[src/rtl/bram_port_arbiter_if.sv]
// Requester-side bus for bram_port_arbiter: one instance per bus master.
// The master modport drives the request, the slave modport (the arbiter)
// returns the accept pulse and the registered read response.
interface bram_port_arbiter_if #(
   parameter int address_width = 32,
   parameter int data_width    = 32
);
   logic                     valid;
   logic [address_width-1:0] addr;
   logic [3:0]               wstrb;
   logic [data_width-1:0]    wdata;
   logic                     ready;
   logic                     rvalid;
   logic [data_width-1:0]    rdata;

   modport master (
      output valid, addr, wstrb, wdata,
      input  ready, rvalid, rdata
   );

   modport slave (
      input  valid, addr, wstrb, wdata,
      output ready, rvalid, rdata
   );
endinterface

[src/rtl/bram_port_arbiter.sv]
// bram_port_arbiter: shares one 32-bit byte-write-enabled single-port BRAM
// between two requesters. Each access is latched in IDLE, issued in GRANT,
// and for reads the one-cycle-latency BRAM data is captured in RESP.
// Optional feature macro: BRAM_ARB_ROUND_ROBIN_EN
//   defined   -> round-robin tie-break using last_grant
//   undefined -> fixed priority, port 0 wins ties
module bram_port_arbiter #(
   parameter int address_width = 32,
   parameter int data_width    = 32
) (
   input  logic                     clk,
   input  logic                     reset,
   bram_port_arbiter_if.slave       m0,
   bram_port_arbiter_if.slave       m1,
   output logic [address_width-1:0] mem_addr,
   output logic [3:0]               mem_wr,
   output logic [data_width-1:0]    mem_din,
   input  logic [data_width-1:0]    mem_dout
);

   typedef enum logic [1:0] {
      IDLE,
      GRANT,
      RESP
   } state_t;

   state_t                   state;
   logic                     winner;
   logic                     pick;
   logic [address_width-3:0] lat_addr;
   logic [3:0]               lat_wstrb;
   logic [data_width-1:0]    lat_wdata;
   logic [data_width-1:0]    rdata_q;
   logic                     rvalid0_q;
   logic                     rvalid1_q;

`ifdef BRAM_ARB_ROUND_ROBIN_EN
   logic last_grant;

   // Tie goes to whichever port did not win the previous arbitration
   always_comb begin
      pick = 1'b0;
      if (m0.valid && m1.valid) begin
         pick = ~last_grant;
      end else if (m1.valid) begin
         pick = 1'b1;
      end
   end

   // Remember the most recent winner; reset value makes port 0 win the first tie
   always_ff @(posedge clk) begin
      if (reset) begin
         last_grant <= 1'b1;
      end else if (state == IDLE && (m0.valid || m1.valid)) begin
         last_grant <= pick;
      end
   end
`else
   // Fixed priority: port 1 only wins when port 0 is not requesting
   always_comb begin
      pick = 1'b0;
      if (!m0.valid && m1.valid) begin
         pick = 1'b1;
      end
   end
`endif

   // Main sequencer: latch the winning request, issue it, capture read data
   always_ff @(posedge clk) begin
      if (reset) begin
         state     <= IDLE;
         winner    <= 1'b0;
         lat_addr  <= '0;
         lat_wstrb <= '0;
         lat_wdata <= '0;
         rdata_q   <= '0;
         rvalid0_q <= 1'b0;
         rvalid1_q <= 1'b0;
      end else begin
         rvalid0_q <= 1'b0;
         rvalid1_q <= 1'b0;
         case (state)
            IDLE: begin
               if (m0.valid || m1.valid) begin
                  state     <= GRANT;
                  winner    <= pick;
                  lat_addr  <= pick ? m1.addr[address_width-1:2] : m0.addr[address_width-1:2];
                  lat_wstrb <= pick ? m1.wstrb : m0.wstrb;
                  lat_wdata <= pick ? m1.wdata : m0.wdata;
               end
            end
            GRANT: begin
               state <= (lat_wstrb == 4'b0000) ? RESP : IDLE;
            end
            RESP: begin
               rdata_q <= mem_dout;
               if (winner) begin
                  rvalid1_q <= 1'b1;
               end else begin
                  rvalid0_q <= 1'b1;
               end
               state <= IDLE;
            end
            default: begin
               state <= IDLE;
            end
         endcase
      end
   end

   // BRAM side: address and data hold the latched request, strobes only in GRANT
   assign mem_addr = {lat_addr, 2'b00};
   assign mem_din  = lat_wdata;
   assign mem_wr   = (state == GRANT && !reset) ? lat_wstrb : 4'b0000;

   // Requester side: accept pulse during GRANT, shared read-data register
   assign m0.ready  = (state == GRANT) && !winner && !reset;
   assign m1.ready  = (state == GRANT) &&  winner && !reset;
   assign m0.rvalid = rvalid0_q;
   assign m1.rvalid = rvalid1_q;
   assign m0.rdata  = rdata_q;
   assign m1.rdata  = rdata_q;

endmodule

[src/flat_wrapper.sv]
// flat-port wrapper written by rule: the top's interface ports become plain ports
module bram_port_arbiter_flat 
#(
   parameter int address_width = 32,
   parameter int data_width    = 32
)
  (clk, reset, mem_addr, mem_wr, mem_din, mem_dout, m0_valid, m0_addr, m0_wstrb, m0_wdata, m0_ready, m0_rvalid, m0_rdata, m1_valid, m1_addr, m1_wstrb, m1_wdata, m1_ready, m1_rvalid, m1_rdata);
  bram_port_arbiter_if #(.address_width(address_width), .data_width(data_width)) m0_i ();
  bram_port_arbiter_if #(.address_width(address_width), .data_width(data_width)) m1_i ();
  input  logic clk;
  input  logic reset;
  output logic [address_width-1:0] mem_addr;
  output logic [3:0] mem_wr;
  output logic [data_width-1:0] mem_din;
  input  logic [data_width-1:0] mem_dout;
  input wire logic [$bits(m0_i.valid)-1:0] m0_valid;
  input wire logic [$bits(m0_i.addr)-1:0] m0_addr;
  input wire logic [$bits(m0_i.wstrb)-1:0] m0_wstrb;
  input wire logic [$bits(m0_i.wdata)-1:0] m0_wdata;
  output wire logic [$bits(m0_i.ready)-1:0] m0_ready;
  output wire logic [$bits(m0_i.rvalid)-1:0] m0_rvalid;
  output wire logic [$bits(m0_i.rdata)-1:0] m0_rdata;
  input wire logic [$bits(m1_i.valid)-1:0] m1_valid;
  input wire logic [$bits(m1_i.addr)-1:0] m1_addr;
  input wire logic [$bits(m1_i.wstrb)-1:0] m1_wstrb;
  input wire logic [$bits(m1_i.wdata)-1:0] m1_wdata;
  output wire logic [$bits(m1_i.ready)-1:0] m1_ready;
  output wire logic [$bits(m1_i.rvalid)-1:0] m1_rvalid;
  output wire logic [$bits(m1_i.rdata)-1:0] m1_rdata;
  assign m0_i.valid = m0_valid;
  assign m0_i.addr = m0_addr;
  assign m0_i.wstrb = m0_wstrb;
  assign m0_i.wdata = m0_wdata;
  assign m0_ready = m0_i.ready;
  assign m0_rvalid = m0_i.rvalid;
  assign m0_rdata = m0_i.rdata;
  assign m1_i.valid = m1_valid;
  assign m1_i.addr = m1_addr;
  assign m1_i.wstrb = m1_wstrb;
  assign m1_i.wdata = m1_wdata;
  assign m1_ready = m1_i.ready;
  assign m1_rvalid = m1_i.rvalid;
  assign m1_rdata = m1_i.rdata;
  bram_port_arbiter #(.address_width(address_width), .data_width(data_width)) u_core (.clk(clk), .reset(reset), .m0(m0_i), .m1(m1_i), .mem_addr(mem_addr), .mem_wr(mem_wr), .mem_din(mem_din), .mem_dout(mem_dout));
endmodule
[config.mk]
export PLATFORM = sky130hd
export DESIGN_NAME = bram_port_arbiter_flat
export DESIGN_NICKNAME = d
export VERILOG_FILES = /design/src/rtl/bram_port_arbiter_if.sv /design/src/rtl/bram_port_arbiter.sv /design/src/flat_wrapper.sv
export SDC_FILE = /design/constraint.sdc
export NUM_CORES = 1
export LEC_CHECK = 0
export BUFFER_PORTS_ARGS = -buffer_cell sky130_fd_sc_hd__buf_2
export CAP_MARGIN = 20
export CORE_AREA = 2 2 118 120
export CTS_BUF_LIST = sky130_fd_sc_hd__clkbuf_8 sky130_fd_sc_hd__clkbuf_16
export DETAILED_ROUTE_END_ITERATION = 8
export DIE_AREA = 0 0 120 122
export PLACE_DENSITY = 0.83
export SLEW_MARGIN = 20
export SYNTH_ARGS = -nofsm -noshare
export SYNTH_HDL_FRONTEND = slang
export SYNTH_SLANG_ARGS = --single-unit
[constraint.sdc]
create_clock -name clk -period 3 [get_ports clk]
set_input_delay 0.3 -clock clk [delete_from_list [all_inputs] [get_ports clk]]
set_output_delay 0.3 -clock clk [all_outputs]
set_load 0.005 [all_outputs]
-- Word-level counts from Yosys, hierarchy flattened
Cells that the tools add are included.
- bits in registers: 103
- bits in latches: 0
- output and inout port bits: 136
- input bits: 172
- bits in writable memories: 0
- bits in read-only memories: 0
- logic and storage cells: 36
- memories: 0
- $mul: 0
- eq/ne operators: 3
- mux-type cells: 10
- bitwise gates (word level): 1
- shift-type cells: 0
- div/mod/pow operators: 0
- reductions and logical operators: 14
- order comparisons: 0
- $add $sub $neg: 0
- operators by type and width (kind ; number):
    $mux 32 ; 1
    $mux 30 ; 1
    $mux 4 ; 2
    $logic_and 1x1->1 ; 6
    $logic_not 4->1 ; 1
    $mux 2 ; 2
    $pmux 2 s2 ; 1
    $logic_not 1->1 ; 3
    $mux 1 ; 3
    $eq 2x1->1 const B ; 1
    $eq 2x2->1 const B ; 1
    $logic_not 2->1 ; 1
    $ne 2x1->1 const B ; 1
    $reduce_and 2->1 ; 1
    $reduce_or 2->1 ; 1
    $logic_or 1x1->1 ; 1
    $not 1->1 ; 1

-- Depth between registers and ports, before layout
Gate-level depths: netlist of run 1.
- depth after elaboration: 4
- mapped depth: 5
- mapped depth without buffers: 3

-- Least setup slack after synthesis of run 1
No wires, ideal clock.
- path type: register to output
- start point: register u_core.state[0]
- end point: output port m0_ready
- path slack: 1.759 ns
- cell stages (with the launch flop): 3
- arrival time: 0.941 ns
- path through: dfxtp_1 > nor3b_1 > nor2b_1
- longest elaborated chain between the ends: 3
- RTL lines (what ; line ; source):
    start, declared ; bram_port_arbiter.sv:27 ; state_t state;
    start signal, assigned ; bram_port_arbiter.sv:93 ; state <= (lat_wstrb == 4'b0000) ? RESP : IDLE;
    $eq 2x1->1 ; bram_port_arbiter.sv:117 ; assign m0.ready = (state == GRANT) && !winner && !reset;
    $logic_and 1x1->1 (2 in series) ; bram_port_arbiter.sv:117 ;
    end, declared ; flat_wrapper.sv:20 ; output wire logic [$bits(m0_i.ready)-1:0] m0_ready;
No other way between the ends.

-- Final worst setup path of run 1
- start point: register u_core.state[1]
- end point: register u_core.lat_addr[18]
- longest elaborated chain between the ends: 2
- RTL lines (what ; line ; source):
    $logic_not 2->1 ; bram_port_arbiter.sv:82 ; case (state)
    $reduce_and 2->1 (no line) ; - ;
    end signal, assigned ; bram_port_arbiter.sv:87 ; lat_addr <= pick ? m1.addr[address_width-1:2] : m0.addr[address_width-1:2];
    end, declared ; bram_port_arbiter.sv:30 ; logic [address_width-3:0] lat_addr;
No other way between the ends.
A chain may end at the register's enable or synchronous reset.

==> results of run 1 <==
## worst register-to-register path, cell delays in order, from the launching register on
cell      delay, ns
dfxtp_1        0.35
nor2_4         0.53
buf_12         0.37
a21oi_1        0.16
a211oi_1       0.21
## stage by stage
| step | std cells | hold WS [ns] | power (W) | utilization [%] | setup WS (ns) |
|---|---|---|---|---|---|
| after floorplan | 568 | 0.436 | 0.00205 | - | 1.76 |
| after global placement | 974 | 0.449 | 0.00232 | 47.8 | 1.10 |
| after detailed placement | 974 | 0.456 | 0.00234 | 47.8 | 1.05 |
| after CTS | 990 | 0.175 | 0.00353 | 50.1 | 1.27 |
| after global routing | 990 | 0.189 | 0.00366 | 50.1 | 1.14 |
| final | 991 | 0.196 | 0.00348 | 50.1 | 1.31 |
## kinds of logic (layout without fill, tap and decap cells)
family | Yosys count | in the layout | share of synthesized area, %
other cells | 1 | 3 | 0.0725
buf+inv | 96 | 338 | 12.3
mux | 3 | 3 | 0.581
compound gates | 227 | 227 | 36.2
simple gates | 137 | 137 | 11.0
flops | 103 | 103 | 39.9
## worst max path at each step
stage,from,end,slack [ns]
3_3_place_gp,m0_valid,u_core.lat_addr[13],1.10
2_1_floorplan,u_core.state[0],m0_ready,1.76
4_1_cts,u_core.state[0],m0_ready,1.27
5_1_grt,u_core.state[1],u_core.lat_addr[18],1.14
6_report,u_core.state[1],u_core.lat_addr[18],1.31
3_5_place_dp,m0_valid,u_core.lat_addr[3],1.05
## where the power goes
| part | total [W] | leakage, nW | internal [W] | switching, W |
|---|---|---|---|---|
| sequential | 0.00156 | 0.849 | 0.00148 | 0.0000728 |
| combinational | 0.000749 | 2.06 | 0.000353 | 0.000397 |
| clock | 0.00118 | 0.142 | 0.000666 | 0.000513 |
| total | 0.00348 | 3.05 | 0.00250 | 0.000982 |
## state kept, by name (all words and copies together) (netlist names)
name              flops
u_core.winner         1
u_core.m0.rdata      32
u_core.lat_wstrb      4
u_core.mem_din       32
u_core.m0.rvalid      1
u_core.m1.rvalid      1
u_core.state          2
u_core.lat_addr      30
## layer usage
layer / up-vias / routed length [µm] / global-route usage, %
li1: 2477 / - / -
met1: 2292 / 6080 / 22.2
met2: 197 / 7280 / 34.3
met3: 15 / 1130 / 4.96
met4: 0 / 212 / 6.69
met5: - / 0 / 0
## layout by cell type (no fill, tap or decap), types with 2 or more instances in the layout
cell	netlist	layout
o22ai_1	9	9
nor2_1	56	56
mux2i_1	3	3
a211oi_2	40	40
a21oi_1	57	57
clkinvlp_4	0	3
buf_4	39	16
conb_1	1	2
a211oi_1	25	25
nand2_1	65	65
dfxtp_1	103	103
buf_2	25	300
nor3b_1	2	2
o2bb2ai_1	54	54
inv_1	2	3
a21oi_2	40	40
a221oi_1	2	2
clkbuf_16	0	9
and2_1	5	5
buf_12	0	3
## cell type report
class	instances	area, µm²	share of cell area (%)
clock buffers	10	239	3.53
inverters	3	11.3	0.166
diodes	1	2.50	0.0370
flip-flops and latches	103	2060	30.5
multi-input cells	369	2480	36.7
repair buffers	319	1680	24.9
well taps	180	225	3.33
clock inverters	6	61.3	0.906
==> run_results.csv, run 1 <==
group,metric,value,unit
hold_path,whs_path_depth,3,
run_status,outcome,"complete, no violations",
sta,period_share,56.4,%
synth,synth_most_common_cell,"dfxtp_1",
sta,min_period,1.69,ns
power,peakVddDrop,0.281,mV
flow_run,maxCapViolCount,0,
route,vias_per_cell,5.03,
worst_setup_path,crit_type,"reg -> reg",
synth,synth.avg_cell_area,9.12,µm²
clock_tree,htree_levels,3,
clock_tree,insertion_delay,0.34,ns
route,ant_nets,0,
route,drt_iter0_drc,188,
synth,async_flop_share,0,%
power,p_per_area,515,nW/µm²
die,die_area,14600,µm²
sta,slew_violations,0,
route,drc_errors,0,
global_route,grt_pass1_vias,4578,
synth,ys.flop_type,"dfxtp_1",
finish,stdcell_area,6760,µm²
die,start_util,38.3,%
worst_setup_path,cp_slowest_cell,"nor2_4",
hold_path,hold_path.class,"in -> reg",
worst_setup_path,cpLargestDelayFamily,"simple AND/OR/NAND/NOR gates",
worst_setup_path,worstPathMaxFanout,50,
clock_tree,clockBufferDepth,2,
die,ioPinCount,308,
worst_setup_path,path_depth,4,
synth,synth_cells,567,
placed_design,hpwl,10500,µm
worst_setup_path,crit_buf_inv,1,
worst_setup_path,cp_cell_sequence,"nor2_4, buf_12, a21oi_1, a211oi_1",
global_route,grt_usage,19.2,%
sta,rsz0062_at_grt,"false",
sta,hold_violations,0,
sta,setup_viol,0,
worst_setup_path,worstSetupStartpointType,"flop",
worst_setup_path,critical_path_required,3.25,ns
die,floorplan.core_area,13500,µm²
synth,netlist_area,5170,µm²
synth,ys_seq_area_share,39.9,%
clock_tree,cts_tree,"built",
finish,area_delta_synth_final,30.8,%
clock_tree,clk_pin_slew,0.07,ns
clock_tree,postCtsHoldBufs,0,
sta,max_freq,591,MHz
global_route,grt_overflow,0,
sta,finClkSkew,0.00606,ns
die,num_rows,43,
synth,synth.largest_area_cell,"dfxtp_1",
power,leakagePower,3.05,nW
clock_tree,cts_made_buffers,9,
worst_setup_path,end_kind,"flop",
sta,slew_headroom,58.0,%
placed_design,portBuffers,301,
synth,synth_edf_count,0,
synth,ys_types,30,
finish,drive_above_1_share,51.9,%
synth,synthTopCellsByArea,"dfxtp_1, a211oi_2, o2bb2ai_1, a21oi_2, buf_4",
synth,post_synth_most_frequent_cells,"dfxtp_1, nand2_1, a21oi_1",
global_route,grt_antenna_before_repair,1,
worst_setup_path,rr_endpoint,"u_core.lat_addr[18]",
global_route,grt_pass1_wl,22600,µm
clock_tree,ctsResizeCount,0,
worst_setup_path,reg2regPathDepth,4,
sta,fin_setup_tns,0,ns
worst_setup_path,rrSetupSlack,1.31,ns
worst_setup_path,slowest_delay,0.53,ns
worst_setup_path,cp_data_arrival_time,1.95,ns
clock_tree,post_cts_buffers,0,
route,vias,4981,
route,first_pass_iters,6,
placed_design,gp_congestion,0.746,
synth,yosys_warnings,0,
placed_design,place_area,6460,µm²
hold_path,whs_endpoint,"u_core.m0.rdata[15]",
route,drt_wl_total,14700,µm
synth,synth_top_area_share,39.9,%
finish,fin_nets,977,
synth,synth_seq_cells,103,
die,fp.dieH,122,µm
global_route,grt_max_degree,103,
hold_path,min-delay-start,"mem_dout[15]",
clock_tree,clock-root-buffer,"clkbuf_16",
clock_tree,cts_sinks,103,
die,die_x,120,µm
sta,worst-slew-pin-transition,0.629,ns
route,detail_route.wl_per_cell,14.8,µm
worst_setup_path,r2r-start,"u_core.state[1]",
finish,fillCellCount,1266,
Note: power is estimated with default switching activity, not from simulation.
==> run 2: changes to the inputs <==
CORE_AREA = 2 2 119 121   (was 2 2 118 120)
DIE_AREA = 0 0 121 123   (was 0 0 120 122)
PLACE_DENSITY = 0.82   (was 0.83)
clock period = 1.6 ns   (was 3 ns; I/O delays follow)
==> run 2 against run 1 <==
Worst setup slack lost 1.2 ns. Cell count shrank 0.40%. Power up 87%. Core utilization about the same. Clock skew decreased by 0.0023 ns. Global-route usage shrank 0.33 points. Highest routed layer unchanged. Combinational power grew 92%.
==> run_results.csv, run 2 (synthesis gave the netlist of run 1 again) <==
group,metric,value,unit
clock_tree,clock-root-buffer,"clkbuf_16",
worst_setup_path,end_kind,"output port",
clock_tree,cts_tree,"built",
flow_run,maxCapViolCount,0,
power,switching_share,27.6,%
global_route,grt_usage,18.9,%
sta,slew_headroom,59.9,%
route,detail_route.wl_per_cell,15.0,µm
clock_tree,cts_sinks,103,
route,drt_wl_total,14800,µm
worst_setup_path,r2r-start,"u_core.state[1]",
route,drt_iter0_drc,174,
sta,hold_violations,0,
worst_setup_path,reg2regPathDepth,5,
worst_setup_path,worstSetupStartpointType,"flop",
finish,final_core_util,50.1,%
sta,worst-slew-pin-transition,0.602,ns
worst_setup_path,cp_data_arrival_time,1.32,ns
sta,setup_slack,0.123,ns
worst_setup_path,slowest_delay,0.38,ns
die,fp.dieH,123,µm
worst_setup_path,startpoint,"u_core.state[0]",
die,floorplan.core_area,13600,µm²
die,num_rows,43,
worst_setup_path,rr_endpoint,"u_core.mem_din[15]",
finish,final_common_cell,"buf_2",
clock_tree,post_cts_buffers,0,
hold_path,whs_endpoint,"u_core.m0.rdata[18]",
die,die_area,14900,µm²
hold_path,hold_path.class,"in -> reg",
worst_setup_path,cp_slowest_cell,"dfxtp_2",
worst_setup_path,worstPathMaxFanout,5,
clock_tree,clk_pin_slew,0.07,ns
worst_setup_path,crit_type,"reg -> out",
global_route,grt_pass1_wl,22300,µm
route,vias,4954,
worst_setup_path,critical_path_required,1.44,ns
global_route,use_met3,5.26,%
route,vias_per_cell,5.02,
global_route,grt_antenna_before_repair,0,
power,power.internal,0.00470,W
run_status,outcome,"complete, no violations",
power,share_comb_of_total_power,22.2,%
placed_design,portBuffers,301,
power,p_per_area,953,nW/µm²
worst_setup_path,cp_cell_sequence,"nor3b_4, buf_4, nor2b_1, buf_2",
die,start_util,38.0,%
sta,fin_setup_tns,0,ns
placed_design,hpwl,10700,µm
global_route,grt_overflow,0,
hold_path,whs_path_depth,3,
sta,min_period,1.48,ns
sta,slew_violations,0,
global_route,gr-max-usage-layer,"met2",
power,peakVddDrop,0.451,mV
sta,period_share,92.3,%
global_route,grt_pass1_vias,4504,
placed_design,dp_slack,0.123,ns
route,ant_nets,0,
clock_tree,clockBufferDepth,2,
sta,hold-worst-slack,0.0564,ns
die,ioPinCount,308,
hold_path,min-delay-start,"mem_dout[18]",
global_route,gr-usage-met2,34.1,%
power,leakagePower,3.08,nW
global_route,grt_max_degree,103,
placed_design,gp_congestion,0.750,
sta,rsz0062_at_grt,"false",
clock_tree,insertion_delay,0.33,ns
finish,fin_nets,974,
clock_tree,cts_made_buffers,9,
sta,finClkSkew,0.00379,ns
worst_setup_path,rrSetupSlack,0.27,ns
sta,setup_viol,0,
die,die_x,121,µm
power,clockPowerShare,33.0,%
power,p_sw,0.00180,W
power,p_seq_share,44.9,%
sta,max_freq,677,MHz
finish,area_delta_synth_final,31.8,%
route,first_pass_iters,4,
route,drc_errors,0,
finish,drive_above_1_share,51.9,%
finish,diodes,0,
global_route,use_met1,21.1,%
clock_tree,htree_levels,3,
finish,layout_common_cells,"buf_2, dfxtp_1, nand2_1",
run 2: cell count changes in the layout (fill, tap and decap cells not counted):
cell,delta
buf_4,-9
buf_12,+6
clkinvlp_4,-3
clkinv_2,+2
dfxtp_1,-2
dfxtp_2,+2
diode_2,-1
inv_1,+1
nor3b_1,-1
nor3b_4,+1
run 2: worst max path at each step:
| stage | to | slack, ns | cells past startpoint |
|---|---|---|---|
| finish | m0_ready | 0.12 | 4 |
| global route | mem_wr[1] | 0.001 | 4 |
| CTS | m1_ready | 0.01 | 4 |
| detailed placement | u_core.lat_addr[8] | 0.12 | 5 |
| global placement | u_core.lat_addr[10] | 0.25 | 5 |
| floorplan | u_core.lat_addr[15] | 0.47 | 4 |
run 2: through the flow:
step,total power (W),std cells,area [µm²]
after floorplan,0.00385,568,5180
after global placement,0.00437,971,6510
after detailed placement,0.00441,971,6510
after CTS,0.00658,987,6810
after global routing,0.00683,987,6820
final,0.00650,987,6820
run 2: layout make-up:
cell class	instances	area [µm²]
multi-input cells	369	2490
fillers	1294	6790
clock buffers	10	239
well taps	180	225
flip-flops and latches	103	2060
repair buffers	316	1730
inverters	3	11.3
clock inverters	6	52.6
run 2: power groups by stage:
stage | Sequential, W | Clock (W) | Combinational, W
6_report | 0.00292 | 0.00214 | 0.00144
5_1_grt | 0.00294 | 0.00232 | 0.00157
4_1_cts | 0.00291 | 0.00222 | 0.00145
3_5_place_dp | 0.00297 | 0 | 0.00144
3_3_place_gp | 0.00296 | 0 | 0.00142
2_1_floorplan | 0.00298 | 0 | 0.000865
run 2: worst max-delay path, delay by kind of cell (launching register included):
| kind | cells | cell delay [ns] |
|---|---|---|
| flops | 1 | 0.38 |
| simple gates | 2 | 0.33 |
| buf+inv | 2 | 0.29 |
run 2: per-layer routing:
layer  share of wire, %  vias up
li1                   -     2472
met1                 40     2270
met2                 50      192
met3                7.6       20
met4                1.9        0
met5                  0        -
run 2: timing repair:
item                                    4_1_cts  5_1_grt
endpoints found under the setup margin        6        6
cloned                                        0        0
hold buffers                                  0        0
gates resized for setup                       1        3
endpoints found under the hold margin         0        0
==> run 3: changes to the inputs <==
ABC_AREA = 1   (was unset)
CTS_CLUSTER_SIZE = 20   (was unset)
PLACE_DENSITY = 0.83   (was 0.82)
REMOVE_ABC_BUFFERS = 1   (was unset)
==> run 3 against run 2 <==
Combinational power rose by 8%. Synthesized cell count grew 59%. Sequential power is essentially flat. Cell count is 34% higher. Sequential share of layout area fell by 1.3 points. Non-clock buffer count fell by 3. Power is 3.6% higher. Core utilization grew 2.3 points. Hold slack got worse by 0.023 ns. Cell area rose by 4.5%. Critical path type unchanged. Critical endpoint is now mem_wr[1]. Largest power group unchanged.
==> run_results.csv, run 3 <==
group,metric,value,unit
run_status,outcome,"complete, no violations",
placed_design,place_area,6820,µm²
die,num_rows,43,
synth,synth.largest_area_cell,"dfxtp_1",
route,drc_errors,0,
power,power.internal,0.00475,W
finish,stdcell_area,7130,µm²
finish,layout_common_cells,"buf_2, nor2_1, nand2_1",
synth,synth_cells,901,
worst_setup_path,cp_cell_sequence,"nand3_1, nor2_1, buf_2",
synth,yosys_warnings,0,
placed_design,hpwl,11400,µm
clock_tree,cts_made_buffers,9,
finish,drive_above_1_share,29.3,%
power,clockPowerShare,33.3,%
placed_design,gp_congestion,0.814,
worst_setup_path,end_kind,"output port",
die,die_x,121,µm
clock_tree,clk_pin_slew,0.08,ns
global_route,grt_pass1_vias,5144,
hold_path,hold_path.class,"in -> reg",
worst_setup_path,crit_type,"reg -> out",
route,vias,5959,
power,leakagePower,4.41,nW
worst_setup_path,critical_path_required,1.44,ns
die,die_area,14900,µm²
global_route,grt_max_degree,99,
synth,synth.avg_cell_area,5.97,µm²
sta,finClkSkew,0.0132,ns
sta,period_share,92.6,%
synth,ys.flop_type,"dfxtp_1",
worst_setup_path,worstSetupStartpointType,"flop",
synth,synth_edf_count,0,
global_route,grt_antenna_before_repair,0,
synth,ys_seq_area_share,38.3,%
clock_tree,post_cts_buffers,0,
synth,synth_most_common_cell,"nor2_1",
clock_tree,ctsResizeCount,0,
route,topRoutingLayerUsed,"met4",
placed_design,portBuffers,301,
clock_tree,clockBufferDepth,2,
finish,area_delta_synth_final,32.5,%
sta,min_period,1.48,ns
flow_run,maxCapViolCount,0,
power,p_seq_share,43.5,%
synth,async_flop_share,0,%
synth,synth_seq_cells,103,
synth,netlist_area,5380,µm²
sta,max_freq,675,MHz
clock_tree,insertion_delay,0.35,ns
die,start_util,39.5,%
sta,slew_violations,0,
clock_tree,cts_tree,"built",
route,drt_iter0_drc,328,
clock_tree,cts_sinks,103,
finish,diodes,0,
clock_tree,htree_levels,3,
hold_path,whs_path_depth,3,
synth,post_synth_most_frequent_cells,"nor2_1, nand2_1, inv_1",
clock_tree,clock-root-buffer,"clkbuf_16",
route,first_pass_iters,5,
finish,final_cells,1327,
route,ant_nets,0,
die,ioPinCount,308,
sta,hold-worst-slack,0.0336,ns
finish,final_common_cell,"buf_2",
worst_setup_path,slowest_delay,0.41,ns
synth,synthTopCellsByArea,"dfxtp_1, nor2_1, nand2_1, inv_1, nand3_1",
route,drt_wl_total,15900,µm
worst_setup_path,worstPathMaxFanout,7,
power,peakVddDrop,0.478,mV
sta,worst-slew-pin-transition,0.587,ns
power,share_comb_of_total_power,23.2,%
global_route,grt_usage,20.7,%
synth,synth_top_area_share,38.3,%
sta,slew_headroom,60.8,%
global_route,grt_overflow,0,
global_route,grt_pass1_wl,24500,µm
power,p_per_area,945,nW/µm²
worst_setup_path,reg2regPathDepth,5,
worst_setup_path,cp_slowest_cell,"dfxtp_1",
power,p_sw,0.00199,W
synth,ys_types,19,
power,switching_share,29.5,%
finish,fin_nets,1314,
route,vias_per_cell,4.49,
power,total_power,0.00674,W
clock_tree,postCtsHoldBufs,0,
route,detail_route.wl_per_cell,12.0,µm
route,wl_met1,6340,µm
die,fp.dieH,123,µm
die,floorplan.core_area,13600,µm²
worst_setup_path,cp_data_arrival_time,1.32,ns
route,met3_length,1490,µm
sta,hold_violations,0,
sta,setup_viol,0,
placed_design,placed_cells,1311,
route,wl_met2,7730,µm
sta,rsz0062_at_grt,"false",
-- run 3: changes by cell type after synthesis, sizes merged, moves of 65 or more --
cell    before  now
inv          3  135
a211oi      65    0
nand3        0   67
a21oi       97    1
nor2        57  269
nand2       65  206
-- run 3: layout make-up --
cell class	count	area (µm²)
flip-flops and latches	103	2060
fillers	1368	6490
clock buffers	10	239
multi-input cells	580	2330
inverters	135	507
well taps	180	225
clock inverters	6	66.3
repair buffers	313	1700
-- run 3: per-layer routing --
layer	vias up	track usage, %
met5	-	0
li1	3076	-
met3	24	5.12
met1	2589	24.0
met2	270	36.7
met4	0	8.28
-- run 3: cells by family after synthesis --
logic type,count (synthesis),synth area share [%]
buffers and inverters,219,18.6
AOI/OAI and AO/OA,33,3.07
DFF,103,38.3
and+or+nand+nor,545,40.0
other,1,0.0697
-- run 3: worst max-delay path, delay by kind of cell (launching register included) --
kind | cells | cell delay (ns)
buffers and inverters | 1 | 0.13
flip-flops | 1 | 0.41
AND/OR/NAND/NOR | 2 | 0.44
-- run 3: worst paths after layout --
kind	to	startpoint	slack, ns
max	mem_wr[1]	u_core.state[0]	0.12
min	u_core.m0.rdata[7]	mem_dout[7]	0.03
min reg2reg	u_core.m0.rvalid	u_core.winner	0.48
max reg2reg	u_core.mem_din[9]	u_core.state[1]	0.32
-- run 3: per-stage QoR --
stage	setup slack [ns]	utilization (%)	TNS [ns]
floorplan	-1.33	-	-89.60
global route	0.0283	52.3	0
global placement	0.347	50.1	0
CTS	0.116	52.3	0
detailed placement	0.315	50.1	0
finish	0.119	52.3	0
-- run 3: power groups by stage --
| stage | clock network [W] | logic [W] | registers [W] |
|---|---|---|---|
| 3_3_place_gp | 0 | 0.00155 | 0.00298 |
| 2_1_floorplan | 0 | 0.000778 | 0.00300 |
| 6_report | 0.00224 | 0.00156 | 0.00293 |
| 5_1_grt | 0.00241 | 0.00178 | 0.00296 |
| 3_5_place_dp | 0 | 0.00157 | 0.00299 |
| 4_1_cts | 0.00230 | 0.00158 | 0.00293 |
